File: config.mk
export PLATFORM = sky130hd
export DESIGN_NAME = gate_seq_ctrl
export DESIGN_NICKNAME = d
export VERILOG_FILES = /design/src/rtl/gate_seq_ctrl.sv
export SDC_FILE = /design/constraint.sdc
export NUM_CORES = 1
export LEC_CHECK = 0
export CAP_MARGIN = 10
export CORE_ASPECT_RATIO = 0.7
export CORE_MARGIN = 2
export CORE_UTILIZATION = 42
export CTS_CLUSTER_SIZE = 30
export DETAILED_ROUTE_END_ITERATION = 10
export GPL_TIMING_DRIVEN = 0
export PLACE_DENSITY = 0.74
export SLEW_MARGIN = 10
export SYNTH_ARGS = -nofsm -noshare
export SYNTH_HDL_FRONTEND = slang
export SYNTH_SLANG_ARGS = --single-unit
File: constraint.sdc
create_clock -name clk -period 2.6 [get_ports clk]
set_clock_uncertainty 0.2 [all_clocks]
set_input_delay 0.52 -clock clk [delete_from_list [all_inputs] [get_ports clk]]
set_output_delay 0.52 -clock clk [all_outputs]
set_load 0.02 [all_outputs]
File: src/rtl/gate_seq_ctrl.sv
// Control sequencer for one LSTM gate pre-activation (Wx*x + Wh*h + b) on a shared
// mult/add-tree/accumulator datapath, with a ready/valid result register.
module gate_seq_ctrl #(
   parameter int WL       = 16,
   parameter int PIPE_LAT = 5
) (
   input  logic          clk,
   input  logic          rst_n,
   input  logic          start_valid,
   output logic          start_ready,
   output logic          mux_mult_sel,
   output logic          mux_acc_sel,
   output logic          accum_rst,
   input  logic [WL-1:0] gate_out,
   output logic          busy,
   output logic          out_valid,
   input  logic          out_ready,
   output logic [WL-1:0] result
);

   localparam int CW = $clog2(PIPE_LAT + 5);

   localparam logic [CW-1:0] K_ISSUE_H = CW'(2);
   localparam logic [CW-1:0] K_ACC_X   = CW'(PIPE_LAT + 1);
   localparam logic [CW-1:0] K_ACC_H   = CW'(PIPE_LAT + 2);
   localparam logic [CW-1:0] K_ACC_B   = CW'(PIPE_LAT + 3);
   localparam logic [CW-1:0] K_CAPTURE = CW'(PIPE_LAT + 4);

   typedef enum logic [2:0] {
      S_IDLE,
      S_ISSUE_X,
      S_ISSUE_H,
      S_WAIT,
      S_ACC_X,
      S_ACC_H,
      S_ACC_B,
      S_CAPTURE
   } state_t;

   state_t        state_q, state_d;
   logic [CW-1:0] cnt_q, cnt_d;
   logic          mux_mult_sel_q, mux_mult_sel_d;
   logic          mux_acc_sel_q, mux_acc_sel_d;
   logic          accum_rst_q, accum_rst_d;
   logic          out_valid_q, out_valid_d;
   logic [WL-1:0] result_q, result_d;
   logic          accept;
   logic          capture;

   // The counter holds the cycle index k since acceptance (0 when idle); every registered
   // control output is decoded from the next index so it is valid during cycle k itself.
   always_comb begin
      start_ready = (state_q == S_IDLE) && (!out_valid_q || out_ready);
      accept      = start_valid && start_ready;
      capture     = (state_q == S_CAPTURE);

      cnt_d = cnt_q;
      if (accept)                  cnt_d = CW'(1);
      else if (capture)            cnt_d = '0;
      else if (state_q != S_IDLE)  cnt_d = cnt_q + CW'(1);

      // ACC decodes take priority so that with PIPE_LAT = 1 cycle 2 is ACC_X, while
      // mux_mult_sel is decoded from the index alone and still issues the h operands.
      state_d = S_WAIT;
      if (cnt_d == '0)              state_d = S_IDLE;
      else if (cnt_d == K_CAPTURE)  state_d = S_CAPTURE;
      else if (cnt_d == K_ACC_B)    state_d = S_ACC_B;
      else if (cnt_d == K_ACC_H)    state_d = S_ACC_H;
      else if (cnt_d == K_ACC_X)    state_d = S_ACC_X;
      else if (cnt_d == CW'(1))     state_d = S_ISSUE_X;
      else if (cnt_d == K_ISSUE_H)  state_d = S_ISSUE_H;

      mux_mult_sel_d = (cnt_d == K_ISSUE_H);
      mux_acc_sel_d  = (state_d == S_ACC_B);
      accum_rst_d    = !((state_d == S_ACC_X) || (state_d == S_ACC_H) || (state_d == S_ACC_B));

      out_valid_d = out_valid_q;
      if (capture)        out_valid_d = 1'b1;
      else if (out_ready) out_valid_d = 1'b0;

      result_d = capture ? gate_out : result_q;
   end

   // NOTE: non-blocking assignments keep every flop updating from pre-edge values.
   always_ff @(posedge clk or negedge rst_n) begin
      if (!rst_n) begin
         state_q        <= S_IDLE;
         cnt_q          <= '0;
         mux_mult_sel_q <= 1'b0;
         mux_acc_sel_q  <= 1'b0;
         accum_rst_q    <= 1'b1;
         out_valid_q    <= 1'b0;
         result_q       <= '0;
      end else begin
         state_q        <= state_d;
         cnt_q          <= cnt_d;
         mux_mult_sel_q <= mux_mult_sel_d;
         mux_acc_sel_q  <= mux_acc_sel_d;
         accum_rst_q    <= accum_rst_d;
         out_valid_q    <= out_valid_d;
         result_q       <= result_d;
      end
   end

   assign mux_mult_sel = mux_mult_sel_q;
   assign mux_acc_sel  = mux_acc_sel_q;
   assign accum_rst    = accum_rst_q;
   assign busy         = (state_q != S_IDLE);
   assign out_valid    = out_valid_q;
   assign result       = result_q;

endmodule
==> results of run 1 <==
[registers in the layout, summed over array words and instances, names as in the netlist]
register / cells
result: 16
cnt_q: 4
state_q: 3
accum_rst: 1
mux_acc_sel: 1
mux_mult_sel: 1
out_valid: 1
[critical path: cells and delay by family]
| family | cells | cell delay [ps] |
|---|---|---|
| simple gates | 2 | 350 |
| buf+inv | 2 | 830 |
[cells in the mapped netlist (all sizes together) (2+ instances only)]
cell type	instances
mux2i	2
inv	2
o31ai	2
a211oi	2
nor2	7
and3	2
nand2	49
dfrtp	26
buf	5
a21oi	4
or3	2
o21ai	2
xnor2	4
nand3	2
nor3	3
[kinds of logic (layout without fill, tap and decap cells)]
kind of cell / Yosys count / in the layout
buffers and inverters: 8 / 53
and+or+nand+nor: 68 / 68
adders and majority gates: 1 / 1
AOI/OAI and AO/OA: 17 / 17
xor gates and xnor gates: 5 / 5
DFF: 27 / 27
muxes: 3 / 3
[per-layer routing]
layer	global-route usage	vias up
li1	-	514
met1	0.226	492
met2	0.308	35
met3	0.0409	2
met4	0.0588	0
met5	0	-
[through the flow]
stage | util | instance area, µm² | power [µW] | instances | hold WS [ps]
6_report | 0.622 | 1760 | 2300 | 210 | 44.5
5_1_grt | 0.622 | 1760 | 2470 | 210 | 84.4
4_1_cts | 0.624 | 1760 | 2330 | 210 | 286
3_5_place_dp | 0.609 | 1720 | 2090 | 206 | 263
3_3_place_gp | 0.609 | 1720 | 2050 | 206 | 257
2_1_floorplan | - | 1260 | 1600 | 129 | 24.4
[cell type report]
cell class,count,area (µm²),share of cell area
clock buffers,4,45.0,0.0256
multi-input cells,94,543,0.309
repair buffers,41,404,0.230
plain buffers,6,35.0,0.0199
flip-flops and latches,27,677,0.385
well taps,36,45.0,0.0256
inverters,2,7.51,0.00427
[power by group]
| group | leakage, µW | total (µW) | internal (µW) | switching [µW] |
|---|---|---|---|---|
| Combinational | 0.000455 | 1310 | 619 | 689 |
| Sequential | 0.000330 | 767 | 623 | 144 |
| Clock | 0.0000228 | 228 | 109 | 119 |
| Total | 0.000808 | 2300 | 1350 | 952 |
[worst max path at each step]
stage | from | to | depth (start not counted)
after global placement | out_ready | start_ready | 4
after global routing | out_ready | start_ready | 4
after detailed placement | out_ready | start_ready | 4
after CTS | out_ready | start_ready | 4
final | out_ready | start_ready | 4
after floorplan | state_q[1] | start_ready | 3
==> flow_summary.toml, run 1 <==
[placed_design]
portBuffers = 41
dp_slack_ps = -104
gp_congestion = 0.857
dp_hpwl_mm = 2.15

[synthesis]
synth_edf_count = 0
synth_top_area_share = 0.515
synth_compound_area_frac = 0.106
synth_top_family_by_area = "simple AND/OR/NAND/NOR gates"
ys_async_sr_fraction = 1.00
synth_fp_nets = 150
ys_seq_elements = 27
syn_area_um2 = 1260
synth_cells = 129
ys_warn_count = 0
synth-simple-area-share = 0.239
synthAdderAreaFrac = 0.00991
synth_cell_types = 39
post_synth_mux_area_share = 0.0347
synth_xor_area_frac = 0.0406
syn_avg_cell_area_um2 = 9.79
synth_ff_type = "dfrtp_1"
yosysSeqAreaShare = 0.536
yosys-top-cells-area = "dfrtp_1 52%, nand2_1 15%, xnor2_1 2.8%, dfstp_2 2.1%, mux2i_4 1.8%"
synth_top_area_cell = "dfrtp_1"

[final_layout]
nets = 196
num-fill-cells = 219
layout_common_cells = "49 x nand2_1, 39 x clkdlybuf4s50_1, 26 x dfrtp_1"
drive_above_1_share = 0.121
diodes = 0
layout_commonest_cell = "nand2_1"
syn_to_final_growth_pct = 39.1

[die]
num_rows = 16
die_w_um = 69.5
die_y_um = 49.9
core_um2 = 2820
die_area_um2 = 3470
start_util = 0.447
io_pins = 42

[worst_setup_path]
slowest_delay_ps = 470
reg2reg_to = "accum_rst"
required_ps = 1880
cp_max_fo = 3
r2r-start = "state_q[1]"
cp-end-kind = "primary output"
slowest_stage = "clkdlybuf4s50_1"
path_class = "in -> out"
reg2regPathDepth = 5
r2r_setup_slack_ps = 730
cp.arrival_ps = 1710
cp-start-kind = "input port"
crit_chain = "clkdlybuf4s50_1 -> and2b_2 -> nor2_1 -> dlygate4sd2_1"

[global_route]
grt_pass1_vias = 992
grt_remaining_overflow = 0
antenna_found_initial = 0
grt_util_all_layers = 0.179
grt_pass1_wl_mm = 4.78
grt_max_degree = 28

[timing]
worstMarginPinSlew_ps = 578
fmax_mhz = 412
finalMaxSlewViolations = 0
period_needed_ps = 2430
rsz0062_at_grt = "no"
timing.final.ws_setup_ps = 170
hold_viol = 0
finalCritPeriodShare = 0.935
setup_viol = 0
slew_headroom = 0.614
fin_tns_setup_ps = 0

[routing]
drc_errors = 0
highest_layer = "met4"
num_vias = 1043
met1_length_mm = 1.23
viasPerCell = 4.97
routed-wl-met2_mm = 1.41
firstDrtPassIters = 4
drtAntennaViolNets = 0
drt_first_iter_violations = 74
drt-total-wl_mm = 2.82
wire_per_inst_um = 13.4
met3_length_um = 148

[cts]
cts-hold-fix-buffers = 0
cts.sinks = 27
clkSlewWorstSetupHoldPaths_ps = 80
postCtsResizedCells = 1
clk_path_buf_depth = 2
clockRootBuffer = "clkbuf_8"
numCtsBuffers = 3
clock_latency_ps = 260
postCtsSetupBuffers = 0
htree_levels = 1
tritoncts = "built"

[run]
drv_cap = 0

[hold_path]
hold_path_class = "in -> async"

[power]
p_leak_uw = 0.000808
powerDensity_nw_per_um2 = 1310
max-vdd-ir-drop_mv = 0.564

[run_status]
status = "finished clean"
No activity file was read; power rests on OpenSTA's default activity.
==> run 2: changes to the inputs <==
Settings changed: CELL_PAD_IN_SITES_DETAIL_PLACEMENT from default to 1, CELL_PAD_IN_SITES_GLOBAL_PLACEMENT from default to 1, CORE_UTILIZATION 42 to 36, PLACE_DENSITY 0.74 to default, PLACE_DENSITY_LB_ADDON from default to 0.1, RECOVER_POWER from default to 25.
==> flow_summary.toml, run 2 (synthesis results as in run 1) <==
[final_layout]
utilization = 0.544
final_cells = 221
nets = 196
layout_commonest_cell = "nand2_1"
num-fill-cells = 377
diodes = 0
drive_above_1_share = 0.121
layout_common_cells = "49 x nand2_1, 39 x clkdlybuf4s50_1, 26 x dfrtp_1"
syn_to_final_growth_pct = 40.2
largest_register_ff_count = 16

[power]
p_leak_uw = 0.000808
max-vdd-ir-drop_mv = 0.557
powerDensity_nw_per_um2 = 1310
pwr-share-clk = 0.098
power_uw = 2320
pwr-share-comb = 0.569
swShare = 0.418
pwr-share-seq = 0.334
p_sw_uw = 971
intPower_uw = 1350

[die]
die_y_um = 53.5
start_util = 0.388
num_rows = 17
core_um2 = 3250
io_pins = 42
die_area_um2 = 4000
die_w_um = 74.8

[worst_setup_path]
reg2reg_to = "accum_rst"
reg2regPathDepth = 5
r2r_setup_slack_ps = 690
required_ps = 1880
path_class = "in -> out"
r2r-start = "state_q[1]"
cp-end-kind = "primary output"
cp.arrival_ps = 1670
cp-start-kind = "input port"
cp_max_fo = 3

[hold_path]
hold_path_class = "reg -> reg"
min_to = "result[4]"
hold_depth = 2
hold_start = "result[4]"

[run_status]
status = "finished clean"

[routing]
drtAntennaViolNets = 0
drt-total-wl_mm = 3.19
met3_length_um = 150
highest_layer = "met4"
num_vias = 1044
met1_length_mm = 1.59
firstDrtPassIters = 4
wire_per_inst_um = 14.5
drt_first_iter_violations = 29
viasPerCell = 4.72
drc_errors = 0
routed-wl-met2_mm = 1.44

[global_route]
grt_util_all_layers = 0.184
grt_remaining_overflow = 0
grt_pass1_wl_mm = 5.46
antenna_found_initial = 0
grt_pass1_vias = 1141
grt_max_degree = 28

[cts]
clkSlewWorstSetupHoldPaths_ps = 80
clockRootBuffer = "clkbuf_8"
tritoncts = "built"
clock_latency_ps = 270
postCtsSetupBuffers = 0
cts.sinks = 27
numCtsBuffers = 3
clk_path_buf_depth = 2
htree_levels = 1

[timing]
finalMaxSlewViolations = 0
setup_viol = 0
finalCritPeriodShare = 0.918
period_needed_ps = 2390
worstMarginPinSlew_ps = 1410
hold_viol = 0
fmax_mhz = 419
rsz0062_at_grt = "no"
slew_headroom = 0.0616

[placed_design]
gp_congestion = 0.801
dp_hpwl_mm = 2.49
placed_cells = 217
portBuffers = 41

[run]
drv_cap = 0
-- run 2: cell count changes in the layout (fill, tap and decap cells not counted), sizes merged --
cell | before | now
clkinv | 0 | 1
buf | 6 | 5
-- run 2: how the worst max path moves through the flow --
stage                           from     endpoint  slack [ps]  cells past startpoint
final                      out_ready  start_ready         210                      4
after global routing       out_ready  start_ready         110                      4
after CTS                  out_ready  start_ready         210                      4
after detailed placement   out_ready  start_ready         -60                      4
after global placement     out_ready  start_ready         -80                      4
after floorplan           state_q[1]  start_ready         780                      3
-- run 2: critical path: stages --
cell	delay [ps]
clkdlybuf4s50_1	470
and2b_2	250
nor2_1	80
dlygate4sd2_1	340
-- run 2: final cells by class --
| cell class | count | area (µm²) | share of cell area |
|---|---|---|---|
| Clock inverter | 1 | 5.00 | 0.00283 |
| Clock buffer | 3 | 41.3 | 0.0233 |
| Tap cell | 47 | 58.8 | 0.0332 |
| Sequential cell | 27 | 677 | 0.382 |
| Inverter | 2 | 7.51 | 0.00424 |
| Buffer | 6 | 35.0 | 0.0198 |
| Multi-Input combinational cell | 94 | 543 | 0.307 |
| Timing Repair Buffer | 41 | 403 | 0.228 |
-- run 2: through the flow --
step | area, µm² | setup TNS, ps | setup WS, ps | hold WS [ps]
after detailed placement | 1730 | -55.1 | -55.1 | 261
after CTS | 1780 | 0 | 214 | 283
final | 1770 | 0 | 212 | 275
after global routing | 1770 | 0 | 115 | 315
after floorplan | 1260 | 0 | 777 | 24.4
after global placement | 1730 | -77.4 | -77.4 | 257
-- run 2: power groups by stage --
stage / logic [µW] / registers (µW) / clock network [µW]
final: 1320 / 774 / 227
after global routing: 1460 / 805 / 261
after CTS: 1340 / 779 / 240
after detailed placement: 1340 / 785 / 0
after global placement: 1290 / 767 / 0
after floorplan: 664 / 934 / 0
-- run 2: timing repair --
item	in CTS	in global routing
endpoints found under the setup margin	1	0
gates resized for setup	1	0
hold buffers	0	0
-- run 2: routing by layer --
| metal | up-vias | GRT usage |
|---|---|---|
| met5 | - | 0 |
| met4 | 0 | 0.0417 |
| met3 | 2 | 0.0449 |
| met2 | 27 | 0.304 |
| met1 | 502 | 0.249 |
| li1 | 513 | - |
==> run 3: changes to the inputs <==
Settings changed: ABC_AREA from default to 1, CORE_UTILIZATION 36 to 32, MAX_ROUTING_LAYER from default to met4.
Clock period 2.6 ns to 2.4 ns, I/O delays scaled along.
==> flow_summary.toml, run 3 <==
[die]
core_um2 = 3540
num_rows = 18
io_pins = 42
start_util = 0.337
die_y_um = 55.1
die_w_um = 77.0
die_area_um2 = 4240

[power]
p_sw_uw = 1060
intPower_uw = 1340
powerDensity_nw_per_um2 = 1410
max-vdd-ir-drop_mv = 0.605
p_leak_uw = 0.000849
pwr-share-clk = 0.106
swShare = 0.443
pwr-share-comb = 0.561
pwr-share-seq = 0.333

[cts]
cts.sinks = 27
numCtsBuffers = 3
postCtsSetupBuffers = 0
clockRootBuffer = "clkbuf_8"
clkSlewWorstSetupHoldPaths_ps = 90
clock_latency_ps = 270
tritoncts = "built"
htree_levels = 1
clk_path_buf_depth = 2

[synthesis]
yosys-top-cells-area = "dfrtp_1 55%, nand2_1 20%, nand3_2 4.2%, nor2_1 2.5%, dfstp_2 2.2%"
ys_warn_count = 0
yosysSeqAreaShare = 0.568
synth_fp_nets = 160
ys_seq_elements = 27
netlist_top_cells_count = "65 x nand2_1, 26 x dfrtp_1, 8 x nor2_1"
syn_avg_cell_area_um2 = 8.58
synth_cell_types = 19
synth_top_area_share = 0.546
synth_edf_count = 0
synth_top_area_cell = "dfrtp_1"
syn_area_um2 = 1190
ys_async_sr_fraction = 1.00
synth_most_common_cell = "nand2_1"
synth_ff_type = "dfrtp_1"
synth_cells = 139

[global_route]
use_met1 = 0.227
met2_usage = 0.276
grt_pass1_wl_mm = 5.38
grt_use_met3 = 0.0471
antenna_found_initial = 0
grt_remaining_overflow = 0
top_usage_layer = "met2"
grt_util_all_layers = 0.174
grt_pass1_vias = 1101
grt_max_degree = 28

[routing]
num_vias = 1028
drtAntennaViolNets = 0
drc_errors = 0
viasPerCell = 4.39
wire_per_inst_um = 13.5
drt-total-wl_mm = 3.16
drt_first_iter_violations = 42
firstDrtPassIters = 4

[worst_setup_path]
r2r_setup_slack_ps = 710
path_class = "reg -> out"
reg2regPathDepth = 10
cp-start-kind = "flop"
reg2reg_to = "state_q[0]"
cp.arrival_ps = 1570
cp_max_fo = 6
required_ps = 1720
r2r-start = "cnt_q[0]"
cp-end-kind = "primary output"
endpoint = "busy"
critPathLaunch = "state_q[1]"

[final_layout]
num-fill-cells = 442
drive_above_1_share = 0.130
layout_common_cells = "65 x nand2_1, 39 x clkdlybuf4s50_1, 26 x dfrtp_1"
syn_to_final_growth_pct = 42.9
largest_register_ff_count = 16
nets = 206
diodes = 0
layout_commonest_cell = "nand2_1"

[timing]
fin_tns_setup_ps = 0
finalCritPeriodShare = 0.940
slew_headroom = 0.0290
hold_viol = 0
setup_viol = 0
worstMarginPinSlew_ps = 1460
fmax_mhz = 443
period_needed_ps = 2250
finalMaxSlewViolations = 0
rsz0062_at_grt = "no"
whs_ps = 286

[placed_design]
portBuffers = 41
dp_hpwl_mm = 2.51
gp_congestion = 0.857

[run]
drv_cap = 0

[hold_path]
hold_path_class = "reg -> reg"

[run_status]
status = "finished clean"
==> run 3: cell types whose count changed after synthesis, moves of 3 or more <==
cell and delta:
xnor2_1 -4, nand3_1 +4, nand2_1 +16, nor2_2 +3
inv_1 +6, a21oi_1 -3, nand3_2 +4
==> run 3: how the worst min path moves through the flow <==
stage	slack, ps	end	from	depth (start not counted)
5_1_grt	310	result[1]	result[1]	2
4_1_cts	290	result[1]	result[1]	2
6_report	290	result[1]	result[1]	2
3_5_place_dp	260	result[1]	result[1]	2
3_3_place_gp	260	result[10]	result[10]	2
2_1_floorplan	-20	cnt_q[0]	rst_n	0
==> run 3: cell families after synthesis <==
group,Yosys count,synth area share
simple gates,94,0.361
buf+inv,13,0.0441
compound gates,4,0.0168
flops,27,0.568
fa+ha+maj,1,0.0105
==> run 3: metrics by stage <==
stage | instances | instance area [µm²] | worst slack [ps] | utilization | power [µW]
6_report | 234 | 1700 | 145 | 0.482 | 2400
5_1_grt | 234 | 1700 | 70.4 | 0.482 | 2630
4_1_cts | 234 | 1710 | 139 | 0.484 | 2440
3_5_place_dp | 230 | 1670 | -85.2 | 0.471 | 2180
3_3_place_gp | 230 | 1670 | -85.6 | 0.471 | 2120
2_1_floorplan | 139 | 1190 | 884 | - | 1600
==> run 3: layer usage <==
| metal | share of wire | up-vias |
|---|---|---|
| met5 | 0 | - |
| met4 | 0.0038 | 0 |
| met3 | 0.050 | 2 |
| met2 | 0.45 | 30 |
| met1 | 0.50 | 480 |
| li1 | - | 516 |
==> run 3: critical path: stages, from the launching register on <==
cell	delay, ps
dfrtp_1	430
nor2_4	220
nand2_4	100
clkdlybuf4s50_1	550
==> run 3: cell type report <==
cell class                      count  area, µm²  share of cell area
Sequential cell                    27        677               0.397
Multi-Input combinational cell     99        463               0.272
Timing Repair Buffer               41        403               0.236
Tap cell                           50       62.6              0.0367
Clock buffer                        3       41.3              0.0242
Inverter                           10       37.5              0.0220
Buffer                              3       15.0             0.00881
Clock inverter                      1       5.00             0.00294
==> run 3: what timing repair did <==
| item | in CTS | in global routing |
|---|---|---|
| hold buffers | 0 | 0 |
| gates resized for setup | 1 | 0 |
| endpoints found under the setup margin | 1 | 0 |
==> run 3: power by group through the flow <==
stage	clock network (µW)	registers (µW)	logic, µW
global route	287	829	1510
CTS	270	805	1370
global placement	0	796	1320
finish	255	800	1350
detailed placement	0	813	1370
floorplan	0	985	611
